--- src/rtl/boot_loader_pkg.sv ---
`default_nettype none
//============================================================================
// Module      : boot_loader_pkg
// Description : Shared definitions for the boot loader. Holds the loader
//               state encoding, the bit layout of the stream header word
//               and the header target codes.
//               Header word: [31] target, [30:16] base word index,
//               [15:0] word count N (N == 0 terminates the load).
// Revision    : 1.0 - initial release
//============================================================================

// Memory word widths shared with the CPU tops.
`ifndef WORD
`define WORD 64
`endif
`ifndef INST_SIZE
`define INST_SIZE 32
`endif

package boot_loader_pkg;

    // Loader states, explicitly 3 bits wide with fixed codes.
    typedef enum logic [2:0] {
        ST_HDR     = 3'd0,
        ST_INST    = 3'd1,
        ST_DATA_LO = 3'd2,
        ST_DATA_HI = 3'd3,
        ST_DONE    = 3'd4,
        ST_ERR     = 3'd5
    } state_t;

    // Header field positions.
    localparam int HDR_TGT_BIT  = 31;
    localparam int HDR_BASE_MSB = 30;
    localparam int HDR_BASE_LSB = 16;
    localparam int HDR_CNT_MSB  = 15;
    localparam int HDR_CNT_LSB  = 0;

    // Header target codes.
    localparam logic TGT_INST = 1'b0;
    localparam logic TGT_DATA = 1'b1;

endpackage

`default_nettype wire

--- src/rtl/boot_loader.sv ---
`default_nettype none
//============================================================================
// Module      : boot_loader
// Description : Fills instruction and data memory from a 32-bit word stream
//               and holds the CPU in reset until a terminating header
//               (count 0) arrives. A header whose block would run past the
//               end of its target memory parks the loader in a sticky error
//               state that drains the stream and never releases the CPU.
// Ports       : clk, rst          - clock, synchronous active-high reset
//               in_valid/in_ready - stream handshake, in_data 32-bit beat
//               imem_we/addr/wdata - instruction memory write port
//               dmem_we/addr/wdata - data memory write port (64-bit words,
//                                    sent low half first)
//               cpu_rst_n         - active-low reset to the CPU top
//               done / err        - load complete / header range error
// Revision    : 1.0 - initial release
//============================================================================
module boot_loader
    import boot_loader_pkg::*;
#(
    parameter int IMEM_SIZE = 1024,
    parameter int DMEM_SIZE = 1024,
    parameter int IA_W      = $clog2(IMEM_SIZE),
    parameter int DA_W      = $clog2(DMEM_SIZE)
) (
    input  logic                  clk,
    input  logic                  rst,
    input  logic                  in_valid,
    input  logic [31:0]           in_data,
    output logic                  in_ready,
    output logic                  imem_we,
    output logic [IA_W-1:0]       imem_addr,
    output logic [`INST_SIZE-1:0] imem_wdata,
    output logic                  dmem_we,
    output logic [DA_W-1:0]       dmem_addr,
    output logic [`WORD-1:0]      dmem_wdata,
    output logic                  cpu_rst_n,
    output logic                  done,
    output logic                  err
);

    // One index register serves both memories, so it is as wide as the
    // larger of the two address spaces.
    localparam int          IX_W       = (IA_W > DA_W) ? IA_W : DA_W;
    localparam logic [16:0] C_IMEM_LIM = 17'(IMEM_SIZE);
    localparam logic [16:0] C_DMEM_LIM = 17'(DMEM_SIZE);

    state_t                  r_state;
    state_t                  w_state_nxt;
    logic                    r_ready;
    logic [IX_W-1:0]         r_idx;
    logic [IX_W-1:0]         w_idx_nxt;
    logic [15:0]             r_rem;
    logic [15:0]             w_rem_nxt;
    logic [31:0]             r_low;
    logic [31:0]             w_low_nxt;
    logic                    w_imem_wr;
    logic                    w_dmem_wr;
    logic                    r_imem_we;
    logic [IA_W-1:0]         r_imem_addr;
    logic [`INST_SIZE-1:0]   r_imem_wdata;
    logic                    r_dmem_we;
    logic [DA_W-1:0]         r_dmem_addr;
    logic [`WORD-1:0]        r_dmem_wdata;

    logic                    w_accept;
    logic                    w_hdr_tgt;
    logic [14:0]             w_hdr_base;
    logic [15:0]             w_hdr_cnt;
    logic [16:0]             w_hdr_end;
    logic [16:0]             w_hdr_lim;

    assign w_accept   = in_valid & r_ready;
    assign w_hdr_tgt  = in_data[HDR_TGT_BIT];
    assign w_hdr_base = in_data[HDR_BASE_MSB:HDR_BASE_LSB];
    assign w_hdr_cnt  = in_data[HDR_CNT_MSB:HDR_CNT_LSB];
    // 17-bit sum so a block running off the end can never wrap back in range.
    assign w_hdr_end  = 17'(w_hdr_base) + 17'(w_hdr_cnt);
    assign w_hdr_lim  = (w_hdr_tgt == TGT_DATA) ? C_DMEM_LIM : C_IMEM_LIM;

    // Next-state and datapath control.
    always_comb begin
        w_state_nxt = r_state;
        w_idx_nxt   = r_idx;
        w_rem_nxt   = r_rem;
        w_low_nxt   = r_low;
        w_imem_wr   = 1'b0;
        w_dmem_wr   = 1'b0;
        case (r_state)
            ST_HDR: begin
                if (w_accept) begin
                    if (w_hdr_cnt == 16'd0) begin
                        w_state_nxt = ST_DONE;
                    end else if (w_hdr_end > w_hdr_lim) begin
                        w_state_nxt = ST_ERR;
                    end else begin
                        w_idx_nxt   = IX_W'(w_hdr_base);
                        w_rem_nxt   = w_hdr_cnt;
                        w_state_nxt = (w_hdr_tgt == TGT_DATA) ? ST_DATA_LO : ST_INST;
                    end
                end
            end
            ST_INST: begin
                if (w_accept) begin
                    w_imem_wr = 1'b1;
                    w_idx_nxt = r_idx + 1'b1;
                    w_rem_nxt = r_rem - 16'd1;
                    if (r_rem == 16'd1) begin
                        w_state_nxt = ST_HDR;
                    end
                end
            end
            ST_DATA_LO: begin
                if (w_accept) begin
                    w_low_nxt   = in_data;
                    w_state_nxt = ST_DATA_HI;
                end
            end
            ST_DATA_HI: begin
                if (w_accept) begin
                    w_dmem_wr   = 1'b1;
                    w_idx_nxt   = r_idx + 1'b1;
                    w_rem_nxt   = r_rem - 16'd1;
                    w_state_nxt = (r_rem == 16'd1) ? ST_HDR : ST_DATA_LO;
                end
            end
            ST_DONE: begin
                w_state_nxt = ST_DONE;
            end
            ST_ERR: begin
                w_state_nxt = ST_ERR;
            end
            default: begin
                w_state_nxt = ST_HDR;
            end
        endcase
    end

    // State register.
    always_ff @(posedge clk) begin
        if (rst) begin
            r_state <= ST_HDR;
        end else begin
            r_state <= w_state_nxt;
        end
    end

    // Datapath and registered outputs. in_ready is registered so it reads 0
    // straight out of reset and drops on the same edge that enters DONE.
    always_ff @(posedge clk) begin
        if (rst) begin
            r_ready      <= 1'b0;
            r_idx        <= '0;
            r_rem        <= '0;
            r_low        <= '0;
            r_imem_we    <= 1'b0;
            r_imem_addr  <= '0;
            r_imem_wdata <= '0;
            r_dmem_we    <= 1'b0;
            r_dmem_addr  <= '0;
            r_dmem_wdata <= '0;
        end else begin
            r_ready   <= (w_state_nxt != ST_DONE);
            r_idx     <= w_idx_nxt;
            r_rem     <= w_rem_nxt;
            r_low     <= w_low_nxt;
            r_imem_we <= w_imem_wr;
            r_dmem_we <= w_dmem_wr;
            // Address/data only move on a write so they hold between pulses.
            if (w_imem_wr) begin
                r_imem_addr  <= r_idx[IA_W-1:0];
                r_imem_wdata <= in_data;
            end
            if (w_dmem_wr) begin
                r_dmem_addr  <= r_idx[DA_W-1:0];
                r_dmem_wdata <= {in_data, r_low};
            end
        end
    end

    assign in_ready   = r_ready;
    assign imem_we    = r_imem_we;
    assign imem_addr  = r_imem_addr;
    assign imem_wdata = r_imem_wdata;
    assign dmem_we    = r_dmem_we;
    assign dmem_addr  = r_dmem_addr;
    assign dmem_wdata = r_dmem_wdata;
    assign done       = (r_state == ST_DONE);
    assign cpu_rst_n  = (r_state == ST_DONE);
    assign err        = (r_state == ST_ERR);

endmodule

`default_nettype wire

--- config.mk ---
export PLATFORM = sky130hd
export DESIGN_NAME = boot_loader
export DESIGN_NICKNAME = d
export VERILOG_FILES = /design/src/rtl/boot_loader_pkg.sv /design/src/rtl/boot_loader.sv
export SDC_FILE = /design/constraint.sdc
export NUM_CORES = 1
export LEC_CHECK = 0
export BUFFER_PORTS_ARGS = -buffer_cell sky130_fd_sc_hd__buf_4
export CAP_MARGIN = 20
export CORE_ASPECT_RATIO = 0.6
export CORE_UTILIZATION = 50
export DETAILED_ROUTE_END_ITERATION = 10
export PLACE_DENSITY = 0.79
export SYNTH_ARGS = -nofsm -noshare
export SYNTH_HDL_FRONTEND = slang
export SYNTH_SLANG_ARGS = --single-unit
--- constraint.sdc ---
create_clock -name clk -period 2.9 [get_ports clk]
set_input_delay 0.145 -clock clk [delete_from_list [all_inputs] [get_ports clk]]
set_output_delay 0.145 -clock clk [all_outputs]
set_load 0.01 [all_outputs]
# == After elaboration in Yosys (flattened, before gate mapping) ==
# Index checks and enable logic that the tools add are counted.
# word_totals
reg_bits,180
wordCells,56
n_memories,0
ram_bits,0
input_bits,35
output_inout_bits,122
latchBits,0
mem_bits_ro,0
# classes
bitwise_logic,1
mux,23
div,0
n_lt_le_gt_ge,1
n_eq_ne,11
reduce_logical,6
add_sub_neg,3
mul,0
shifts,0
# op_table
operator,n
two-way mux 16 bit,4
two-way mux 10 bit,4
one-hot mux 16 bit (2 select lines),1
two-way mux 3 bit,7
one-hot mux 10 bit (2 select lines),1
one-hot mux 3 bit (6 select lines),1
adder 15 x 16 -> 17 bit,1
> comparator 17 x 11 -> 1 bit (second input constant),1
== test 16 x 1 -> 1 bit (second input constant),1
zero test 16 bit,1
subtractor 16 x 1 -> 16 bit (second input constant),1
adder 10 x 1 -> 10 bit (second input constant),1
== test 3 x 2 -> 1 bit (second input constant),2
== test 3 bit (second input constant),2
inequality test 2 bit (second input constant),3
AND reduction 5 bit,1
two-way mux 2 bit,2
== test 3 x 1 -> 1 bit (second input constant),1
zero test 3 bit,1
two-way mux 1 bit,3
inequality test 3 bit (second input constant),1
inequality test 2 x 1 -> 1 bit (second input constant),1
AND reduction 2 bit,1
nonzero test 2 bit,1
other kinds (2),2

# == Longest topological paths before layout ==
# depth
depth_word,7
mapped_depth,14
mapped_depth_nobuf,12

# == Least setup slack after synthesis ==
# OpenSTA, ideal clock, no wires.
# synth_path
path_type,input port to flip-flop
from,input port in_data[0]
to,register r_idx[5]
path_stages,11
arrival_time_ns,2.926
setup_ns,0.119
required_time_ns,2.781
slack_ns,-0.145
n_path_buf,0
cell_sequence,ha_1 fa_1 a211oi_2 o31ai_2 o2111ai_2 o21ai_1 mux2i_1 or3_4 nor4_4 nand4_1 o221a_2
# synth_between
elab_chain_len,4
elab_cells_between_ends,6
classes_between,add/sub: 1; order compare: 1; eq/ne: 2; reduce/logical: 2
# synth_lines
item,line,source
from (decl),boot_loader.sv:29,"input logic [31:0] in_data,"
adder 15 x 16 -> 17 bit,boot_loader.sv:78,assign w_hdr_end = 17'(w_hdr_base) + 17'(w_hdr_cnt);
> comparator 17 x 11 -> 1 bit,boot_loader.sv:94,end else if (w_hdr_end > w_hdr_lim) begin
inequality test 2 bit (no line),--,
AND reduction 5 bit (no line) *,--,
to (signal assigned),boot_loader.sv:164,r_idx <= w_idx_nxt;
to (decl),boot_loader.sv:51,logic [IX_W-1:0] r_idx;
# Mark *: on every way between the ends. The rest lies on a longest branch, timed or not.
# A chain may end at the register's enable or synchronous reset.

# == Final worst setup path ==
# layout_path
from,input port in_data[0]
to,register r_idx[6]
# The elaborated chain is that of the path after synthesis.

==> key figures <==
Drt
  • Post-DRT Antenna Nets: 0
  • TritonRoute pass-1 iters: 6
  • Via count: 8125
  • DR iter-0 viols: 964
  • Routed WL per cell: between 15 and 20 µm
  • # DRC: 0
  • DR vias/cell: 5.75
  • Drt total wl: 26600 µm

STA
  • Final Skew: 12.4 ps
  • Slew margin rel.: approximately a third
  • Hold Vio Cnt, Final: 0
  • Unrepaired setup endpoints after global routing: yes
  • Final TNS setup: 0 ps
  • Tmin final: around 2800 ps
  • Final slew viol count: 0
  • Endpoints failing setup: 0
  • Max Freq: 0.353 GHz
  • Fin crit share: 97.8%
  • Worst Max-Slew Pin Slew: 980 ps

Finish
  • Most frequent cells in the layout: 338 x nand2_1, 226 x buf_4, 180 x dfxtp_1
  • Multi-input gate area: a little under 4000 µm²
  • Filler cells: 1233
  • Design Area, Final: 10300 µm²
  • Layout Nets: 1255
  • FF+latch area: 3600 µm²
  • Layout cells sized above 1: 24.8%
  • Synth-to-Final Area Change: 32.4%
  • Commonest non-fill, non-tap cell in the layout: nand2_1
  • Antenna cells: 0
  • Final cell count without fillers: 1412

Pwr
  • P_leak: between 4 and 5 nW
  • Worst vdd ir: 0.309 mV
  • Power Density: 545 nW/µm²
  • Total power: 0.00564 W

Floorplan
  • Starting Density: 52.5%
  • Row cnt: 34
  • Die H: around 99 µm
  • DIE WIDTH: between 150 and 200 µm
  • Num ports: approximately 160
  • Die area: 16200 µm²
  • Core area: 14900 µm²

Min path
  • Hold worst-path end: dmem_wdata[59]
  • Hold path depth: 3
  • Hold crit path type: in -> reg
  • Hold_sp: in_data[27]

Global route
  • Met1 usage in global routing: a little under half
  • Met3 usage: between 10% and 20%
  • Grt peak-use layer: met2
  • First-pass GRT wire length: 40100 µm
  • Largest net degree at the start of global routing: 138
  • M2 GR Usage: between 40% and 50%
  • Initial antenna violation count: 0
  • Grt total ovfl: 0
  • Vias in the first global route: 7266
  • GR Util All Layers: approximately a third

Worst setup path
  • Worst setup startpoint: in_data[0]
  • Crit path launch type: primary input
  • Worst EP required: between 3000 and 4000 ps
  • Reg-to-Reg End: dmem_wdata[39]
  • CP endpoint kind: flip-flop
  • Internal reg-to-reg setup slack: around 530 ps
  • Worst-case reg-to-reg path depth: 6
  • Worst R2R Start: r_state[0]
  • Crit path kind: in -> reg
  • CP arrival: 3160 ps
  • Crit path max fanout: 11

Placed design
  • Port Buf Inserts: 156
  • Dpl cell area: 9600 µm²
  • Cell Count Post-Placement: 1374
  • Placer Congestion: 0.938
  • Post-DP HPWL: 18600 µm

Yosys
  • Mean post-synth cell area: 7.71 µm²
  • Mapped Cells: roughly 1000
  • Top_reg_cell synth: dfxtp_1
  • Synth unique cells: 62
  • Post-synth EDFFs: 0
  • Yosys reg bits: 180
  • Register area share after synthesis: 46.1%
  • Synthesized area: 7820 µm²
  • Syn nets: 1068
  • Synth async-reset ratio: 0%
  • Synth Warn #: 0

Clocking
  • Root buffer cell: clkbuf_16
  • H-tree depth: 4
  • CTS max path bufs: 2
  • TritonCTS clock tree: done
  • Skew-Pair Late Insertion Delay: 440 ps
  • TritonCTS buffer count: 17
  • Clock transition at path regs: 80 ps
  • CTS sink count: 180

Status
  • Status: completed

Run
  • Max_cap viols: 0
-- Yosys cell counts (3+ instances only) --
cell	count	area, µm²
a211o_1	3	26.3
a211oi_1	4	30.0
a21oi_1	176	881
a31oi_1	4	25.0
and3_1	3	18.8
buf_1	5	18.8
buf_6	4	45.0
clkbuf_1	54	203
dfxtp_1	180	3600
ha_1	18	225
inv_1	9	33.8
mux2i_1	17	170
nand2_1	339	1270
nand3_1	27	135
nand4_1	10	62.6
nor2_1	40	150
nor3_1	15	75.1
nor4_1	5	31.3
o211ai_1	7	52.6
o21ai_0	20	100
o21ai_1	4	20.0
o21bai_1	3	22.5
o221a_2	7	78.8
o31ai_1	8	60.1
or3_1	3	18.8
xnor2_1	5	43.8
-- power by group --
part | internal [W] | switching, W
Combinational | 0.000284 | 0.000409
Clock | 0.00126 | 0.00117
Sequential | 0.00249 | 0.0000310
-- metal layers --
metal	routed length [µm]	part of all wire, %
met1	11500	43
met4	471	1.8
met3	3530	13
met5	0	0
met2	11100	42
-- worst max-delay path by stage --
stage                           to  slack, ps  cells after the start
after detailed placement  r_rem[0]       -400                     14
final                     r_idx[6]         60                     15
after global routing      r_rem[4]        -50                     15
after CTS                 r_rem[0]         40                     13
after global placement    r_rem[0]       -260                     14
after floorplan           r_idx[5]       0.04                     10
-- critical path: stages --
cell and delay, ps:
buf_4 130, ha_4 160, fa_2 370, a211oi_4 270, o31ai_4 120, o2111ai_2 300
buf_4 170, nand3_1 90, a211oi_1 240, a211o_1 230, nor4_4 70, or2_4 300
buf_12 130, clkbuf_16 160, o221a_2 270
-- through the flow --
step	hold WS (ps)	worst slack (ps)	util (%)
2_1_floorplan	281	0.0431	-
3_3_place_gp	435	-264	64.5
3_5_place_dp	437	-400	64.5
4_1_cts	6.61	44.0	68.9
5_1_grt	20.4	-54.3	69.5
6_report	17.9	63.5	69.5
-- what timing repair did --
| item | in CTS | in global routing |
|---|---|---|
| hold endpoints to repair | 7 | 0 |
| setup buffers | 0 | 3 |
| hold buffers | 3 | 0 |
| endpoints found under the setup margin | 0 | 16 |
| resized for setup | 0 | 9 |
-- cells by family after synthesis --
kind of cell / share of synthesized area [%]
and+or+nand+nor: 24.5
AOI/OAI and AO/OA: 18.9
DFF: 46.1
buffers and inverters: 4.37
adders and majority gates: 3.14
muxes: 2.32
xor gates and xnor gates: 0.672
-- area by class of cell --
class,count,area share [%]
Sequential cell,180,34.8
Multi-Input combinational cell,757,38.4
Timing Repair Buffer,236,18.0
Clock inverter,15,1.92
Tap cell,198,2.39
Clock buffer,17,4.11
Inverter,9,0.326
-- sequential cells by signal, indices dropped and copies added, names as in the netlist --
name and cells:
dmem_addr 10, dmem_wdata 64, dmem_we 1, imem_addr 10, imem_wdata 32, imem_we 1, in_ready 1, r_idx 10
r_low 32, r_rem 16, r_state 3
(Power assumes the default switching activity.)
